`src/rtl/unary_stream_decoder.sv`:
```
// Popcounts LANES unary lanes over a WINDOW-cycle frame; result valid WINDOW+1 cycles after start, held until out_ready.
// Define UNARY_DEC_SATURATE_EN to clamp the accumulator at 2**OUT_W-1 on overflow (default build wraps).
module unary_stream_decoder #(
  parameter int LANES  = 16,
  parameter int WINDOW = 16,
  parameter int OUT_W  = 9
) (
  input  logic             clk,
  input  logic             reset,
  input  logic             start,
  input  logic [LANES-1:0] lanes,
  output logic             busy,
  output logic [OUT_W-1:0] out,
  output logic             out_valid,
  input  logic             out_ready,
  output logic             overflow
);

  localparam int PC_W  = $clog2(LANES + 1);
  localparam int CNT_W = (WINDOW > 1) ? $clog2(WINDOW) : 1;
  localparam int SUM_W = OUT_W + 1;

  typedef enum logic [1:0] {IDLE, ACCUM, DONE} state_t;

  state_t           state, state_nxt;
  logic [OUT_W-1:0] acc, acc_nxt;
  logic [CNT_W-1:0] cnt;
  logic [PC_W-1:0]  pc;
  logic [SUM_W-1:0] sum;
  logic             sum_ovf;
  logic             last;
  logic             sample;
  logic             restart;

  always_comb begin
    pc = '0;
    for (int i = 0; i < LANES; i++) begin
      pc = pc + PC_W'(lanes[i]);
    end
  end

  // One extra bit on the adder exposes the carry used as the overflow flag.
  assign sum     = {1'b0, acc} + SUM_W'(pc);
  assign sum_ovf = sum[OUT_W];
  assign last    = (cnt == CNT_W'(WINDOW - 1));

`ifdef UNARY_DEC_SATURATE_EN
  assign acc_nxt = sum_ovf ? {OUT_W{1'b1}} : sum[OUT_W-1:0];
`else
  assign acc_nxt = sum[OUT_W-1:0];
`endif

  always_comb begin
    state_nxt = state;
    sample    = 1'b0;
    restart   = 1'b0;
    case (state)
      IDLE: begin
        if (start) begin
          state_nxt = ACCUM;
          restart   = 1'b1;
        end
      end
      ACCUM: begin
        // A start mid-frame discards the partial frame; that cycle's lanes are not sampled.
        if (start) begin
          restart = 1'b1;
        end else begin
          sample = 1'b1;
          if (last) state_nxt = DONE;
        end
      end
      DONE: begin
        if (out_ready) begin
          if (start) begin
            state_nxt = ACCUM;
            restart   = 1'b1;
          end else begin
            state_nxt = IDLE;
          end
        end
      end
      default: state_nxt = IDLE;
    endcase
  end

  always_ff @(posedge clk) begin
    if (reset) begin
      state     <= IDLE;
      acc       <= '0;
      cnt       <= '0;
      out       <= '0;
      overflow  <= 1'b0;
      busy      <= 1'b0;
      out_valid <= 1'b0;
    end else begin
      state     <= state_nxt;
      busy      <= (state_nxt == ACCUM);
      out_valid <= (state_nxt == DONE);
      if (restart) begin
        acc      <= '0;
        cnt      <= '0;
        overflow <= 1'b0;
      end else if (sample) begin
        acc      <= acc_nxt;
        cnt      <= cnt + CNT_W'(1);
        overflow <= overflow | sum_ovf;
        if (last) out <= acc_nxt;
      end
    end
  end

endmodule

```
`config.mk`:
```
export PLATFORM = sky130hd
export DESIGN_NAME = unary_stream_decoder
export DESIGN_NICKNAME = d
export VERILOG_FILES = /design/src/rtl/unary_stream_decoder.sv
export SDC_FILE = /design/constraint.sdc
export NUM_CORES = 1
export LEC_CHECK = 0
export ABC_AREA = 1
export CORE_MARGIN = 10
export CORE_UTILIZATION = 52
export CTS_BUF_LIST = sky130_fd_sc_hd__clkbuf_4 sky130_fd_sc_hd__clkbuf_8 sky130_fd_sc_hd__clkbuf_16
export CTS_CLUSTER_SIZE = 25
export DETAILED_ROUTE_END_ITERATION = 8
export MAX_ROUTING_LAYER = met4
export PLACE_DENSITY_LB_ADDON = 0.2
export SYNTH_ARGS = -nofsm -noshare
export SYNTH_HDL_FRONTEND = slang
export SYNTH_SLANG_ARGS = --single-unit
```
`constraint.sdc`:
```
create_clock -name clk -period 5.25 [get_ports clk]
set_input_delay 1.05 -clock clk [delete_from_list [all_inputs] [get_ports clk]]
set_output_delay 1.05 -clock clk [all_outputs]
set_load 0.005 [all_outputs]
```
Word-level counts from Yosys, hierarchy flattened. Cells that the tools add are included.

Register bits: 27. Logic and storage cells: 46.

Bitwise gates (word level): 2. Add/subtract/negate cells: 17. Equality and inequality tests: 5. Muxes and demuxes: 11. Reduce and logical (&&, ||, !) cells: 4.

Operator list (count): 5-bit by 1-bit adder with 5-bit output (11); 9-bit by 5-bit adder with 10-bit output (1); 2-bit 2-to-1 mux (4); 2-bit case mux with 3 select lines (1); 4-bit by 1-bit adder with 5-bit output (1); 1-bit 2-to-1 mux (5); 3-bit by 1-bit adder with 4-bit output (1); 4-bit by 1-bit adder with 4-bit output, second input constant (1); 2-bit by 1-bit equality test with 1-bit output, second input constant (2); 2-bit equality test, second input constant (2); 4-bit equality test, second input constant (1); 2-bit OR reduction (2); 2-bit by 1-bit adder with 3-bit output (1); 3-bit AND reduction (1); 1-bit by 1-bit adder with 2-bit output (1); 2-bit zero test (1); 1-bit case mux with 2 select lines (1); 1-bit NOT (1); 1-bit bitwise OR (1).

Logic depth before layout (Yosys ltp). Gate-level depths: netlist (run 1).

Depth after elaboration: 17. Mapped depth: 16. Gate-level depth less buffers: 16.

Worst setup path before layout (run 1). No wires, ideal clock.

Path type: input-to-reg. From: input lanes[0]. To: register out[4]. Setup time: 0.113 ns. Cell stages on the path: 15. Data arrival time: 4.171 ns. Slack: 0.966 ns. Path through: fa_1 > inv_1 > fa_1 > fa_1 > fa_1 > fa_1 > inv_1 > fa_1 > nand2_1 > nand2_1 > nand2_1 > xor2_1 > nand2_1 > nand2_1 > nor2_1.

Word-level cells in the longest chain between the ends: 16.

Ends and longest elaborated chain: start, declared (line 11) `input logic [LANES-1:0] lanes,`; 1-bit by 1-bit adder with 2-bit output (line 38) `pc = pc + PC_W'(lanes[i]);`; 2-bit by 1-bit adder with 3-bit output (line 38); 3-bit by 1-bit adder with 4-bit output (line 38); 4-bit by 1-bit adder with 5-bit output (line 38); 5-bit by 1-bit adder with 5-bit output (11 in a row) (line 38); 9-bit by 5-bit adder with 10-bit output (line 43) `assign sum = {1'b0, acc} + SUM_W'(pc);`; end signal, assigned (line 108) `if (last) out <= acc_nxt;`; end, declared (line 13) `output logic [OUT_W-1:0] out,`.

No other way between the ends. A chain may end at the register's enable or synchronous reset.

Final worst setup path (run 1).
From: input lanes[0]. To: register out[6].

Same word-level chain as after synthesis.

==> impl_metrics.csv, run 1 <==
group,metric,value,unit
setup_path,rr_startpoint,"acc[0]",
clocking,cts_tree,"yes",
routing,firstDrtPassIters,4,
global_routing,top_usage_layer,"met2",
routing,route.detailed.drc,0,
clocking,cts.sinks,27,
timing,tns,0,ns
flow_run,drv_cap,0,
floorplanning,num_io_pins,32,
setup_path,cp-startpoint,"lanes[0]",
timing,period_minus_slack,4.54,ns
synth,synth_area_per_cell,7.71,um^2
pwr,ir_drop,0.205,mV
global_routing,grt_pass1_vias,1338,
clocking,ctsResizeCount,0,
synth,synth_top_area_frac,0.310,
synth,synth-edff-count,0,
worst_hold_path,holdCritStartpoint,"overflow",
global_routing,grt_max_degree,17,
floorplanning,fp.dieArea,6060,um^2
place,placed_area,2070,um^2
floorplanning,core-area,3130,um^2
synth,netlist_instances,226,
floorplanning,die_w,77.9,um
pwr,p_leak,0.000968,uW
timing,tightest_slew,0.398,ns
pwr,p_int,336,uW
clocking,clock_latency,0.33,ns
synth,yosys.area_share.simple,0.279,
setup_path,endpoint_kind,"register",
final_layout,diodes,0,
routing,via_per_inst,4.80,
timing,max_freq,220,MHz
timing,finalCritPeriodShare,0.864,
synth,synthArstFlopShare,0,
place,port_buffers,31,
synth,synth_adder_area_share,0.203,
synth,synth_nets,267,
synth,synth_cell_types,28,
global_routing,grt_usage,0.123,
pwr,pwr-share-clk,0.175,
global_routing,grt_pass1_wl,6100,um
synth,ys_seq_elements,27,
final_layout,nets,299,
global_routing,use_met1,0.152,
clocking,cts_buffer_depth,2,
synth,synthTopCellsByArea,"dfxtp_1 31%, fa_1 14%, nand2_1 11%",
synth,synth_xor_area_frac,0.0101,
timing,skew,0.00953,ns
setup_path,worstPathRequired,5.49,ns
timing,hold_viol_final,0,
global_routing,antenna_found_initial,0,
pwr,power,543,uW
synth,synth-compound-area-share,0.0805,
global_routing,grt_overflow,0,
clocking,path_clk_slew,0.15,ns
pwr,p_per_area,258,nW/um^2
synth,ys_warn_count,0,
routing,vias,1446,
timing,slew_viol_final,0,
synth,synth_top_cell_by_area,"dfxtp_1",
floorplanning,initial_utilization,0.557,
setup_path,critical_path_class,"input pin to register",
timing,finalWorstSetupSlack,0.714,ns
synth,synth_top_family_by_area,"simple AND/OR/NAND/NOR gates",
synth,muxShareOfSynthArea,0,
pwr,switching_power,207,uW
synth,ys_seq_area_frac,0.310,
synth,netlist_area,1740,um^2
clocking,cts.htree.levels,1,
setup_path,cp-start-kind,"input pin",
global_routing,grt_use_met2,0.193,
clocking,holdBufCountCts,0,
global_routing,gr-usage-met3,0.0334,
routing,post_drt_wl_per_cell,11.9,um
routing,final_antenna_net_count,0,
pwr,power_frac_comb,0.433,
clocking,root_buffer,"clkbuf_4",
pwr,swShare,0.381,
final_layout,drive_gt1_frac,0.0661,
final_layout,post-route-cell-area,2100,um^2
routing,drt_iter0_markers,88,
status,outcome,"complete, no violations",
setup_path,cp_max_fo,3,
setup_path,cp_data_arrival_time,4.78,ns
clocking,post-cts-setup-buffer-count,0,
floorplanning,rows,20,
place,gp_congestion,0.882,
timing,rsz0062_at_grt,"false",
routing,routed_wl,3580,um
pwr,p_seq_frac,0.392,
final_layout,syn2layout_area_growth,20.7,%
timing,relSlewSlack,0.734,
clocking,cts_buffers,3,
place,dp_hpwl,2920,um
timing,setup_viol,0,
floorplanning,die_h,77.9,um
place,pre_cts_ws,0.340,ns
synth,synth-main-ff-cell,"dfxtp_1",
worst_hold_path,hp-class,"register to register",
power by group through the flow:
stage / Combinational, uW / Clock, uW / Sequential (uW)
2_1_floorplan: 177 / 0 / 217
3_3_place_gp: 225 / 0 / 217
3_5_place_dp: 232 / 0 / 217
4_1_cts: 234 / 96.1 / 213
5_1_grt: 273 / 101 / 213
6_report: 235 / 94.7 / 213
worst paths after layout:
check | end | slack, ns | cells after the start
worst max-delay path | out[6] | 0.71 | 16
worst min register to register | overflow | 0.46 | 2
worst max register to register | out[6] | 2.00 | 15
worst min-delay path | overflow | 0.46 | 2
cell type report:
class / count / area [um^2]
fillers: 277 / 1030
repair buffers: 31 / 310
flip-flops and latches: 27 / 541
well taps: 44 / 55.1
clock inverters: 1 / 7.51
multi-input cells: 150 / 996
clock buffers: 3 / 22.5
inverters: 45 / 170
metal layers:
layer,routed length [um],up-vias
met5,0,-
met4,36,0
met3,160,4
met2,1770,22
met1,1620,654
li1,-,766
flip-flops by register name (all words and copies together) (netlist names):
name and flops:
cnt 4, acc 9, out_valid 1, overflow 1, state 2, out 9, busy 1
worst max-delay path, stage by stage:
cell	delay (ns)
clkdlybuf4s50_1	0.43
fa_1	0.53
inv_1	0.05
fa_1	0.47
fa_1	0.53
fa_1	0.43
fa_1	0.38
inv_1	0.10
fa_1	0.21
nand2_1	0.06
nand2_1	0.10
nand3b_1	0.11
nand3_1	0.11
nand3_1	0.11
nand2_1	0.07
inv_1	0.04
synthesized netlist by cell type (2+ instances only):
library cell	number
nand2_1	49
inv_1	42
dfxtp_1	27
nand3_1	20
nor2_1	20
a21oi_1	19
fa_1	12
ha_1	9
o21ai_0	4
a21oi_2	2
buf_6	2
inv_2	2
nor3b_2	2
xor2_1	2
cell usage in the layout (no fill, tap or decap):
cell type,Yosys,final
or2_4,1,1
nand3_1,20,20
inv_1,42,42
or2_0,1,1
dfxtp_1,27,27
o21bai_1,1,1
nor2_1,20,20
nor2_4,1,1
nor3_1,1,1
nand3_4,1,1
inv_2,2,2
clkinv_2,1,1
or2_2,1,1
a21oi_1,19,19
o21ai_0,4,4
a21oi_2,2,2
nand4_4,1,1
nand4_1,1,1
ha_1,9,9
xor2_1,2,2
nand3b_1,1,1
clkbuf_4,0,3
nand2_1,49,49
clkdlybuf4s50_1,0,31
clkinvlp_4,0,1
nor3b_2,2,2
fa_1,12,12
nand2_4,1,1
per-stage QoR:
step	hold WS, ns	instances	util
floorplan	0.438	226	-
global placement	0.446	297	0.662
detailed placement	0.443	297	0.662
CTS	0.463	301	0.672
global route	0.478	301	0.672
finish	0.460	301	0.672
cells by family after synthesis:
| kind of cell | Yosys count |
|---|---|
| AO/OA/AOI/OAI | 26 |
| AND/OR/NAND/NOR | 101 |
| buffers and inverters | 49 |
| flip-flops | 27 |
| XOR/XNOR | 2 |
| adder cells (fa/ha/maj) | 21 |
Note: power is estimated with default switching activity, not from simulation.
==> inputs of run 2 (changes only) <==
Clock period 5.25 ns to 4.6 ns, I/O delays scaled along.
==> impl_metrics.csv, run 2 (synthesis gave the netlist of run 1 again) <==
group,metric,value,unit
final_layout,final_cell_mix,"49 x nand2_1, 42 x inv_1, 31 x clkdlybuf4s50_1, 27 x dfxtp_1, 20 x nor2_1",
place,dp_hpwl,2930,um
final_layout,diodes,0,
final_layout,top_regs,"acc x9, out x9, cnt x4",
clocking,post-cts-setup-buffer-count,0,
final_layout,syn2layout_area_growth,21.4,%
worst_hold_path,hp-class,"register to register",
timing,relSlewSlack,0.738,
place,port_buffers,31,
setup_path,rr_worst_depth,15,
global_routing,grt_max_degree,17,
setup_path,cp_data_arrival_time,4.63,ns
setup_path,critical_path_class,"input pin to register",
status,outcome,"complete, no violations",
clocking,holdBufCountCts,0,
final_layout,drive_gt1_frac,0.0736,
place,placed_area,2080,um^2
final_layout,layout_commonest_cell,"nand2_1",
flow_run,drv_cap,0,
setup_path,endpoint_kind,"register",
pwr,pwr-share-clk,0.168,
timing,tightest_slew,0.392,ns
place,pre_cts_ws,-0.120,ns
clocking,cts.sinks,27,
clocking,cts_buffers,3,
floorplanning,fp.dieArea,6060,um^2
timing,slew_viol_final,0,
global_routing,grt_pass1_wl,6490,um
floorplanning,die_w,77.9,um
timing,max_freq,228,MHz
timing,finalWorstSetupSlack,0.214,ns
timing,setup_viol,0,
routing,routed_wl,3680,um
clocking,clock_latency,0.33,ns
pwr,p_per_area,297,nW/um^2
pwr,swShare,0.375,
setup_path,cp-start-kind,"input pin",
floorplanning,initial_utilization,0.557,
routing,post_drt_wl_per_cell,12.2,um
routing,final_antenna_net_count,0,
global_routing,grt_pass1_vias,1423,
routing,via_per_inst,4.88,
place,gp_congestion,0.874,
routing,drt_iter0_markers,131,
floorplanning,die_h,77.9,um
timing,hold_slack,0.460,ns
pwr,ir_drop,0.218,mV
pwr,power_frac_comb,0.445,
routing,firstDrtPassIters,4,
pwr,p_leak,0.000974,uW
pwr,power,627,uW
timing,tns,0,ns
timing,period_minus_slack,4.39,ns
pwr,switching_power,235,uW
global_routing,grt_overflow,0,
clocking,cts_buffer_depth,2,
final_layout,post-route-cell-area,2110,um^2
pwr,p_seq_frac,0.387,
clocking,cts.htree.levels,1,
timing,finalCritPeriodShare,0.954,
clocking,cts_tree,"yes",
routing,route.detailed.drc,0,
final_layout,nets,300,
setup_path,rr_startpoint,"acc[0]",
worst_hold_path,holdPathStages,2,
setup_path,worstPathRequired,4.85,ns
routing,vias,1473,
pwr,p_int,392,uW
worst_hold_path,holdCritStartpoint,"overflow",
timing,skew,0.00574,ns
floorplanning,core-area,3130,um^2
timing,hold_viol_final,0,
global_routing,grt_usage,0.129,
global_routing,antenna_found_initial,0,
floorplanning,num_io_pins,32,
clocking,root_buffer,"clkbuf_4",
floorplanning,rows,20,
clocking,path_clk_slew,0.14,ns
setup_path,cp_max_fo,3,
timing,rsz0062_at_grt,"false",
setup_path,cp-startpoint,"lanes[5]",
[run 2: cell type report]
class | instances | area [um^2]
Fill cell | 280 | 1010
Multi-Input combinational cell | 150 | 1000
Sequential cell | 27 | 541
Timing Repair Buffer | 32 | 318
Tap cell | 44 | 55.1
Clock inverter | 1 | 7.51
Inverter | 45 | 170
Clock buffer | 3 | 22.5
[run 2: metal layers]
| layer | part of all wire | track usage |
|---|---|---|
| met1 | 0.45 | 0.159 |
| met2 | 0.49 | 0.211 |
| met3 | 0.058 | 0.0380 |
| met4 | 0.0030 | 0.0128 |
| met5 | 0 | - |
[run 2: timing repair]
action,CTS,global route
endpoints found under the setup margin,0,1
gates resized for setup,0,1
hold endpoints to repair,0,0
[run 2: power groups by stage]
stage | Combinational (uW) | Sequential, uW | Clock [uW]
after floorplan | 202 | 247 | 0
after global placement | 268 | 248 | 0
after detailed placement | 279 | 248 | 0
after CTS | 281 | 243 | 107
after global routing | 322 | 244 | 115
final | 279 | 243 | 105
[run 2: worst max-delay path, stage by stage]
cell and delay (ns):
clkdlybuf4s50_1 0.43, fa_1 0.53, inv_1 0.06, fa_1 0.52, fa_1 0.42, fa_1 0.50, fa_1 0.16, inv_1 0.06
fa_1 0.38, nand2_1 0.07, nand2_1 0.08, nand3b_1 0.15, nand2_1 0.07, nand2_1 0.09, nand3_1 0.07, nand2_1 0.07
inv_1 0.03
[run 2: worst paths after layout]
path	end	slack (ns)
setup / recovery	acc[6]	0.21
hold / removal	overflow	0.46
setup reg to reg	acc[6]	1.38
hold reg to reg	overflow	0.46
[run 2: per-stage QoR]
| stage | utilization | std cells |
|---|---|---|
| 6_report | 0.676 | 302 |
| 5_1_grt | 0.676 | 302 |
| 4_1_cts | 0.674 | 302 |
| 3_5_place_dp | 0.665 | 298 |
| 3_3_place_gp | 0.665 | 298 |
| 2_1_floorplan | - | 226 |
